## src/rtl/net_rx_link_ctrl_if.sv

```systemverilog
// ---------------------------------------------------------------------------
// net_rx_link_ctrl_if
//
// Bundles the signals between the link controller, its receiver and the host
// register block.
//
//   link_enable      host request to run the link
//   rx_valid         receiver word strobe
//   rx_end           receiver end-of-packet flag (qualified by rx_valid)
//   rx_enable        receiver enable
//   rx_phase_shift   receiver phase-shift select, $clog2(PHASES) bits
//   link_up          link locked
//   frame_count      frame ends received while locked (16 bits, wraps)
//   retrain_count    lock losses (8 bits, saturates)
//   state            0=IDLE 1=SETTLE 2=HUNT 3=LOCKED
//
// The master modport is the controller's view. The slave modport is the view
// from the receiver and host side.
// ---------------------------------------------------------------------------
interface net_rx_link_ctrl_if #(
    parameter int PHASES = 4
);
    localparam int PW = $clog2(PHASES);

    logic          link_enable;
    logic          rx_valid;
    logic          rx_end;
    logic          rx_enable;
    logic [PW-1:0] rx_phase_shift;
    logic          link_up;
    logic [15:0]   frame_count;
    logic [7:0]    retrain_count;
    logic [1:0]    state;

    modport master (
        input  link_enable, rx_valid, rx_end,
        output rx_enable, rx_phase_shift, link_up, frame_count, retrain_count, state
    );

    modport slave (
        output link_enable, rx_valid, rx_end,
        input  rx_enable, rx_phase_shift, link_up, frame_count, retrain_count, state
    );
endinterface

```

## src/rtl/net_rx_link_ctrl.sv

```systemverilog
// ---------------------------------------------------------------------------
// net_rx_link_ctrl
//
// Link-training and supervision controller for one multi-phase net receiver.
// After a settle period it hunts over receiver phase-shift values until
// GOOD_FRAMES consecutive frame ends arrive, then declares the link up. While
// locked it counts frames and watches for loss. A loss retrains from the
// phase that was last good.
//
// Ports:
//   clk    receiver sampling clock, phase 0 (rising edge)
//   rst_n  asynchronous active-low reset
//   bus    net_rx_link_ctrl_if.master: link_enable, rx_valid and rx_end are
//          inputs; rx_enable, rx_phase_shift, link_up, frame_count,
//          retrain_count and state are registered outputs
// ---------------------------------------------------------------------------
module net_rx_link_ctrl #(
    parameter int PHASES         = 4,
    parameter int SETTLE_CYCLES  = 16,
    parameter int TIMEOUT_CYCLES = 4096,
    parameter int GOOD_FRAMES    = 4
) (
    input  logic                      clk,
    input  logic                      rst_n,
    net_rx_link_ctrl_if.master        bus
);
    localparam int PW = $clog2(PHASES);
    localparam int WW = $clog2(TIMEOUT_CYCLES);
    localparam int SW = $clog2(SETTLE_CYCLES + 1);
    localparam int GW = $clog2(GOOD_FRAMES + 1);

    localparam logic [PW-1:0] PHASE_LAST  = PW'(PHASES - 1);
    localparam logic [WW-1:0] WD_LAST     = WW'(TIMEOUT_CYCLES - 1);
    localparam logic [SW-1:0] SETTLE_LOAD = SW'(SETTLE_CYCLES - 1);
    localparam logic [GW-1:0] GOOD_LAST   = GW'(GOOD_FRAMES - 1);

    typedef enum logic [1:0] {
        IDLE   = 2'd0,
        SETTLE = 2'd1,
        HUNT   = 2'd2,
        LOCKED = 2'd3
    } state_t;

    state_t        state_q, state_d;
    logic [SW-1:0] settle_q, settle_d;
    logic [WW-1:0] wd_q, wd_d;
    logic [GW-1:0] good_q, good_d;
    logic [PW-1:0] phase_q, phase_d;
    logic [15:0]   frame_q, frame_d;
    logic [7:0]    retrain_q, retrain_d;
    logic          rx_enable_q, rx_enable_d;
    logic          link_up_q, link_up_d;

    // A frame end is only real when the receiver also strobes a valid word.
    logic fe;
    assign fe = bus.rx_valid & bus.rx_end;

    // Next-state logic. A dropped link_enable sends the FSM to IDLE from
    // anywhere while keeping the phase and the counters. A frame end in the
    // same cycle as the watchdog limit wins, so the link is never declared
    // lost on a cycle that actually delivered a frame. An HUNT timeout moves
    // to the next phase. A LOCKED timeout retries the current phase first,
    // because that phase was the last one that worked.
    always_comb begin
        state_d   = state_q;
        settle_d  = settle_q;
        wd_d      = wd_q;
        good_d    = good_q;
        phase_d   = phase_q;
        frame_d   = frame_q;
        retrain_d = retrain_q;

        if (!bus.link_enable) begin
            state_d = IDLE;
        end else begin
            case (state_q)
                IDLE: begin
                    state_d  = SETTLE;
                    settle_d = SETTLE_LOAD;
                end
                SETTLE: begin
                    if (settle_q == '0) begin
                        state_d = HUNT;
                        good_d  = '0;
                        wd_d    = '0;
                    end else begin
                        settle_d = settle_q - 1'b1;
                    end
                end
                HUNT: begin
                    if (fe) begin
                        wd_d   = '0;
                        good_d = good_q + 1'b1;
                        if (good_q == GOOD_LAST) begin
                            state_d = LOCKED;
                        end
                    end else if (wd_q == WD_LAST) begin
                        phase_d  = (phase_q == PHASE_LAST) ? '0 : phase_q + 1'b1;
                        good_d   = '0;
                        settle_d = SETTLE_LOAD;
                        state_d  = SETTLE;
                    end else begin
                        wd_d = wd_q + 1'b1;
                    end
                end
                LOCKED: begin
                    if (fe) begin
                        wd_d    = '0;
                        frame_d = frame_q + 16'd1;
                    end else if (wd_q == WD_LAST) begin
                        if (retrain_q != 8'hFF) begin
                            retrain_d = retrain_q + 8'd1;
                        end
                        settle_d = SETTLE_LOAD;
                        state_d  = SETTLE;
                    end else begin
                        wd_d = wd_q + 1'b1;
                    end
                end
                default: state_d = IDLE;
            endcase
        end

        // The status outputs follow the next state so that they change on
        // the same edge as the state register.
        rx_enable_d = (state_d == HUNT) || (state_d == LOCKED);
        link_up_d   = (state_d == LOCKED);
    end

    // State and counter registers. The asynchronous reset returns every
    // register to zero at once, even in the middle of a settle period.
    always_ff @(posedge clk or negedge rst_n) begin
        if (!rst_n) begin
            state_q     <= IDLE;
            settle_q    <= '0;
            wd_q        <= '0;
            good_q      <= '0;
            phase_q     <= '0;
            frame_q     <= '0;
            retrain_q   <= '0;
            rx_enable_q <= 1'b0;
            link_up_q   <= 1'b0;
        end else begin
            state_q     <= state_d;
            settle_q    <= settle_d;
            wd_q        <= wd_d;
            good_q      <= good_d;
            phase_q     <= phase_d;
            frame_q     <= frame_d;
            retrain_q   <= retrain_d;
            rx_enable_q <= rx_enable_d;
            link_up_q   <= link_up_d;
        end
    end

    assign bus.rx_enable      = rx_enable_q;
    assign bus.rx_phase_shift = phase_q;
    assign bus.link_up        = link_up_q;
    assign bus.frame_count    = frame_q;
    assign bus.retrain_count  = retrain_q;
    assign bus.state          = state_q;
endmodule

```

## src/flat_wrapper.sv

```systemverilog
// flat-port wrapper written by rule: the top's interface ports become plain ports
module net_rx_link_ctrl_flat 
#(
    parameter int PHASES         = 4,
    parameter int SETTLE_CYCLES  = 16,
    parameter int TIMEOUT_CYCLES = 4096,
    parameter int GOOD_FRAMES    = 4
)
  (clk, rst_n, bus_link_enable, bus_rx_valid, bus_rx_end, bus_rx_enable, bus_rx_phase_shift, bus_link_up, bus_frame_count, bus_retrain_count, bus_state);
  net_rx_link_ctrl_if #(.PHASES(PHASES)) bus_i ();
  input  logic clk;
  input  logic rst_n;
  input wire logic [$bits(bus_i.link_enable)-1:0] bus_link_enable;
  input wire logic [$bits(bus_i.rx_valid)-1:0] bus_rx_valid;
  input wire logic [$bits(bus_i.rx_end)-1:0] bus_rx_end;
  output wire logic [$bits(bus_i.rx_enable)-1:0] bus_rx_enable;
  output wire logic [$bits(bus_i.rx_phase_shift)-1:0] bus_rx_phase_shift;
  output wire logic [$bits(bus_i.link_up)-1:0] bus_link_up;
  output wire logic [$bits(bus_i.frame_count)-1:0] bus_frame_count;
  output wire logic [$bits(bus_i.retrain_count)-1:0] bus_retrain_count;
  output wire logic [$bits(bus_i.state)-1:0] bus_state;
  assign bus_i.link_enable = bus_link_enable;
  assign bus_i.rx_valid = bus_rx_valid;
  assign bus_i.rx_end = bus_rx_end;
  assign bus_rx_enable = bus_i.rx_enable;
  assign bus_rx_phase_shift = bus_i.rx_phase_shift;
  assign bus_link_up = bus_i.link_up;
  assign bus_frame_count = bus_i.frame_count;
  assign bus_retrain_count = bus_i.retrain_count;
  assign bus_state = bus_i.state;
  net_rx_link_ctrl #(.PHASES(PHASES), .SETTLE_CYCLES(SETTLE_CYCLES), .TIMEOUT_CYCLES(TIMEOUT_CYCLES), .GOOD_FRAMES(GOOD_FRAMES)) u_core (.clk(clk), .rst_n(rst_n), .bus(bus_i));
endmodule
```

## config.mk

```make
export PLATFORM = sky130hd
export DESIGN_NAME = net_rx_link_ctrl_flat
export DESIGN_NICKNAME = d
export VERILOG_FILES = /design/src/rtl/net_rx_link_ctrl_if.sv /design/src/rtl/net_rx_link_ctrl.sv /design/src/flat_wrapper.sv
export SDC_FILE = /design/constraint.sdc
export NUM_CORES = 1
export LEC_CHECK = 0
export BUFFER_PORTS_ARGS = -buffer_cell sky130_fd_sc_hd__buf_2
export CAP_MARGIN = 15
export CORE_ASPECT_RATIO = 0.75
export CORE_MARGIN = 2
export CORE_UTILIZATION = 57
export DETAILED_ROUTE_END_ITERATION = 16
export PLACE_DENSITY = 0.84
export SYNTH_ARGS = -nofsm -noshare
export SYNTH_HDL_FRONTEND = slang
export SYNTH_SLANG_ARGS = --single-unit
```

## constraint.sdc

```tcl
create_clock -name clk -period 3 [get_ports clk]
set_input_delay 0.6 -clock clk [delete_from_list [all_inputs] [get_ports clk]]
set_output_delay 0.6 -clock clk [all_outputs]
set_load 0.05 [all_outputs]
```

; After elaboration in Yosys (flattened, before gate mapping)
; Index checks and enable logic that the tools add are counted.
[classes]
muxes = 20
bitwise = 2
addsub = 6
n_reduce_logical = 12
eq_ne = 15
[ops]
columns = operator, n
row1 = 12-bit 2-to-1 mux, 3
row2 = 12-bit case mux with 2 select lines, 1
row3 = "16-bit by 1-bit adder with 16-bit output, second input constant", 1
row4 = 4-bit AND reduction, 4
row5 = 5-bit 2-to-1 mux, 3
row6 = 5-bit case mux with 3 select lines, 1
row7 = 2-bit 2-to-1 mux, 7
row8 = "12-bit by 1-bit adder with 12-bit output, second input constant", 1
row9 = "12-bit equality test, second input constant", 1
row10 = "2-bit equality test, second input constant", 5
row11 = 3-bit 2-to-1 mux, 3
row12 = "8-bit by 1-bit adder with 8-bit output, second input constant", 1
row13 = "8-bit != test, second input constant", 1
row14 = 2-bit case mux with 4 select lines, 1
row15 = 3-bit case mux with 2 select lines, 1
row16 = 5-bit logical NOT, 1
row17 = 5-bit AND reduction, 1
row18 = "5-bit by 1-bit subtractor with 5-bit output, second input constant", 1
row19 = "2-bit by 1-bit != test with 1-bit output, second input constant", 2
row20 = "2-bit != test, second input constant", 2
row21 = 2-bit nonzero test, 2
row22 = "3-bit by 1-bit adder with 3-bit output, second input constant", 1
row23 = "3-bit by 2-bit equality test with 1-bit output, second input constant", 1
row24 = "3-bit by 1-bit != test with 1-bit output, second input constant", 1
row25 = other kinds (9), 9
[word_totals]
reg_bits = 50
in_bits = 5
out_inout_bits = 30
elab_cells = 64

; Longest topological paths before layout
[logic_depth]
depth_word = 7
depth_mapped = 7
ltp_nobuf = 6

; Least setup slack after synthesis
; No wires, ideal clock.
[synth_path]
kind = reg2reg
startpoint = register u_core.state_q[0] (netlist: u_core.bus.state[0])
endpoint = register u_core.wd_q[7]
path_buffers = 2
t_required_ns = 2.876
setup_slack_ns = 0.516
arrival_time_ns = 2.360
stages_incl_launch_ff = 8
synth_period_minus_slack_ns = 2.484
setup_ns = 0.124
path_cell_list = dfrtp_1 ha_1 clkbuf_1 o2bb2ai_1 nor4_1 buf_2 nor3_1 a211o_1
[synth_via]
elab_chain_len = 4
word_cells_on_any_way = 9
cone_classes = 5 x eq/ne / 1 x mux / 3 x reduce/logical
[synth_lines]
columns = element, line_no
row1 = from (decl), net_rx_link_ctrl.sv:44  ; state_t state_q, state_d;
row2 = from (signal assigned), net_rx_link_ctrl.sv:144  ; state_q <= state_d;
row3 = 2-bit equality test, net_rx_link_ctrl.sv:76  ; case (state_q)
row4 = 2-bit OR reduction (no line), --
row5 = 3-bit by 2-bit != test with 1-bit output (no line) or 2-bit nonzero test (tied branches), --
row6 = 4-bit AND reduction (no line), --
row7 = to (signal assigned), net_rx_link_ctrl.sv:146  ; wd_q <= wd_d;
row8 = to (decl), net_rx_link_ctrl.sv:46  ; logic [WW-1:0] wd_q, wd_d;
; Parallel ways exist; a longest one is shown, timed or not.
; A chain may end at the register's enable or synchronous reset.

; Final worst setup path
[layout_path]
startpoint = register u_core.wd_q[0]
endpoint = register u_core.retrain_q[1] (netlist: u_core.bus.retrain_count[1])
[layout_via]
elab_chain_len = 2
[layout_lines]
columns = element, line_no
row1 = 12-bit equality test, net_rx_link_ctrl.sv:110  ; end else if (wd_q == WD_LAST) begin
row2 = 5-bit AND reduction (no line), --
row3 = to (signal assigned), net_rx_link_ctrl.sv:150  ; retrain_q <= retrain_d;
row4 = to (decl), net_rx_link_ctrl.sv:50  ; logic [7:0] retrain_q, retrain_d;
; Every way passes these cells.

==> impl_metrics.yaml <==
status:
  run_status: "completed"
yosys:
  postSynthAreaPerCell_sq_um: 10.1
  synth_cell_types: 54
  synth_edf_count: 0
  synthesis.nets: 285
  yosysSeqAreaShare_pct: 46.2
  synth_seq_cells: 50
  synthCells: 268
  synthArstFlopShare_pct: 100
  synth_warnings: 0
  ys.flop_type: "dfrtp_1"
  syn_area_sq_um: 2710
cts:
  clock_latency_ps: 310
  clock-root-buffer: "clkbuf_8"
  cts-resized-gates: 0
  cts_tree: "built"
  cts-buffers-inserted: 5
  h-tree-depth: 2
  holdBufCountCts: 0
  clk_pin_slew_worst_paths_ps: 100
  numClockSinks: 50
  clockBufferDepth: 2
  postCtsSetupRepairBufs: 0
placement:
  postPlaceCellArea_sq_um: 2960
  dp_slack_ps: 462
  io_buffers: 34
  dp_hpwl_mm: 4.19
  routabilityCongestion: 0.828
setup_path:
  critPathKind: "reg2reg"
  cpPeakStageDelay_ps: 780
  path_max_fanout: 11
  worstPathCellList: "ha_1, nand3_1, or4_1, nor3_1, mux2_2"
  cp.arrival_ps: 2700
  cp_slowest_cell: "or4_1"
  critical_path_required_ps: 3210
  end_kind: "flop"
  cp-start-kind: "flop"
  path_buf_inv: 0
  critPathTopFamily: "simple AND/OR/NAND/NOR gates"
power:
  combPwrFrac_pct: 6.1
  power.internal_mw: 0.864
  p_leak_nw: 1.48
  seqPwrFrac_pct: 59.5
  pwr-share-clk_pct: 34.5
  power.density_nw_per_um2: 377
  ir_drop_v: 0.000230
  swShare_pct: 24.9
  p_switching_mw: 0.286
timing:
  period_minus_slack_ps: 2490
  fmax_mhz: 401
  fin_crit_sh_pct: 83.0
  hold_viol_final: 0
  final-setup-viol-count: 0
  worst_slack_ps: 509
  rsz0062_at_grt: "false"
  max_slew_margin_pct: 28.2
  tightestPinTransition_ps: 1070
  clock_skew_ps: 7.88
  slew_violations: 0
  setup_tns_ps: 0
detailed_routing:
  drt_first_pass_iters: 4
  viasPerCell: 6.13
  vias: 2231
  route.detailed.drc: 0
  drt-wirelength-per-cell_microns: 15.9
  drt_iter0_drc: 143
  routed_wl_mm: 5.78
  ant_nets: 0
finish:
  syn_to_final_growth_pct: 12.7
  final_nets: 323
  final_common_cell: "dfrtp_1"
  drive_above_1_share_pct: 19.2
  antennaDiodeCount: 0
  final_cell_mix: "50 x dfrtp_1, 34 x buf_2, 20 x nand2_1"
  fin_area_sq_um: 3050
  final_core_util_pct: 67.5
die:
  core_sq_um: 4520
  io_pins: 35
  dieArea_sq_um: 5330
  initial_utilization_pct: 59.9
  row_count: 21
  die-height_microns: 63.7
  die_x_microns: 83.6
grt:
  grt_pass1_wl_mm: 10.3
  gr-total-overflow: 0
  antenna_found_initial: 0
  grt_max_degree: 32
  grt_use_total_pct: 24.0
  grt_pass1_vias: 2151
min_path:
  worstHoldPathType: "in2async"
run:
  drv_cap: 0
## cells in the mapped netlist (all sizes together), types with 3 or more instances
| cell | n | area, sq um |
|---|---|---|
| nand3 | 13 | 65.1 |
| nor3 | 9 | 45.0 |
| nand4 | 9 | 56.3 |
| o21ai | 11 | 55.1 |
| mux2i | 3 | 30.0 |
| dfrtp | 50 | 1250 |
| nand2b | 3 | 18.8 |
| xnor2 | 6 | 52.6 |
| or3 | 4 | 25.0 |
| nor4 | 6 | 37.5 |
| inv | 15 | 56.3 |
| xor2 | 16 | 140 |
| nor2 | 12 | 45.0 |
| and4 | 5 | 43.8 |
| o21a | 5 | 37.5 |
| mux2 | 5 | 56.3 |
| nand2 | 20 | 75.1 |
| clkbuf | 6 | 22.5 |
| or4 | 5 | 37.5 |
| ha | 12 | 150 |
| a21oi | 9 | 45.0 |
| o31ai | 7 | 52.6 |
## cells by family after synthesis
kind of cell               after synthesis  synth area share [%]
and+or+nand+nor                         97                  20.0
AOI/OAI and AO/OA                       56                  14.7
DFF                                     50                  46.2
buffers and inverters                   23                  3.28
xor gates and xnor gates                22                  7.11
adders and majority gates               12                  5.54
muxes                                    8                  3.19
## sequential cells by signal (all words and copies together) (netlist names)
name                       cells
u_core.settle_q                5
u_core.good_q                  3
u_core.bus.rx_phase_shift      2
u_core.bus.retrain_count       8
u_core.bus.link_up             1
u_core.bus.rx_enable           1
u_core.bus.frame_count        16
u_core.wd_q                   12
u_core.bus.state               2
## layout make-up
type	instances	area (sq um)
clock inverters	3	21.3
clock buffers	5	68.8
flip-flops and latches	50	1250
repair buffers	39	208
inverters	15	56.3
fillers	347	1470
well taps	57	71.3
multi-input cells	195	1380
## power by group through the flow
stage | registers (mW) | clock network [mW] | logic (mW)
CTS | 0.684 | 0.405 | 0.0704
global placement | 0.696 | 0 | 0.0679
global route | 0.685 | 0.437 | 0.0795
floorplan | 0.700 | 0 | 0.0365
detailed placement | 0.697 | 0 | 0.0697
finish | 0.683 | 0.396 | 0.0699
## per-layer routing
metal,vias up,GRT usage (%),share of wire (%)
met1,1095,34.4,49
li1,1071,-,-
met4,0,7.26,1.2
met5,-,0,0
met3,7,4.85,4.5
met2,58,37.0,46
## worst paths after layout
check                                                       start                                      end  slack (ps)  cells after the start
max                                    u_core.wd_q[0]$_DFFE_PN0P_  u_core.bus.retrain_count[1]$_DFFE_PN0P_         510                      5
min in group clk           u_core.bus.frame_count[15]$_DFFE_PN0P_   u_core.bus.frame_count[15]$_DFFE_PN0P_         460                      1
min reg2reg                u_core.bus.frame_count[15]$_DFFE_PN0P_   u_core.bus.frame_count[15]$_DFFE_PN0P_         460                      1
max in group asynchronous                                   rst_n            u_core.bus.state[1]$_DFF_PN0_        2040                      2
max reg2reg                            u_core.wd_q[0]$_DFFE_PN0P_  u_core.bus.retrain_count[1]$_DFFE_PN0P_         510                      5
min                                                         rst_n              u_core.wd_q[11]$_DFFE_PN0P_         220                      1
## stage by stage
| stage | std cells | power, mW | hold slack [ps] |
|---|---|---|---|
| floorplan | 268 | 0.736 | 304 |
| global placement | 356 | 0.764 | 451 |
| detailed placement | 356 | 0.766 | 455 |
| CTS | 364 | 1.16 | 238 |
| global route | 364 | 1.20 | 255 |
| finish | 364 | 1.15 | 221 |
(Power assumes the default switching activity.)
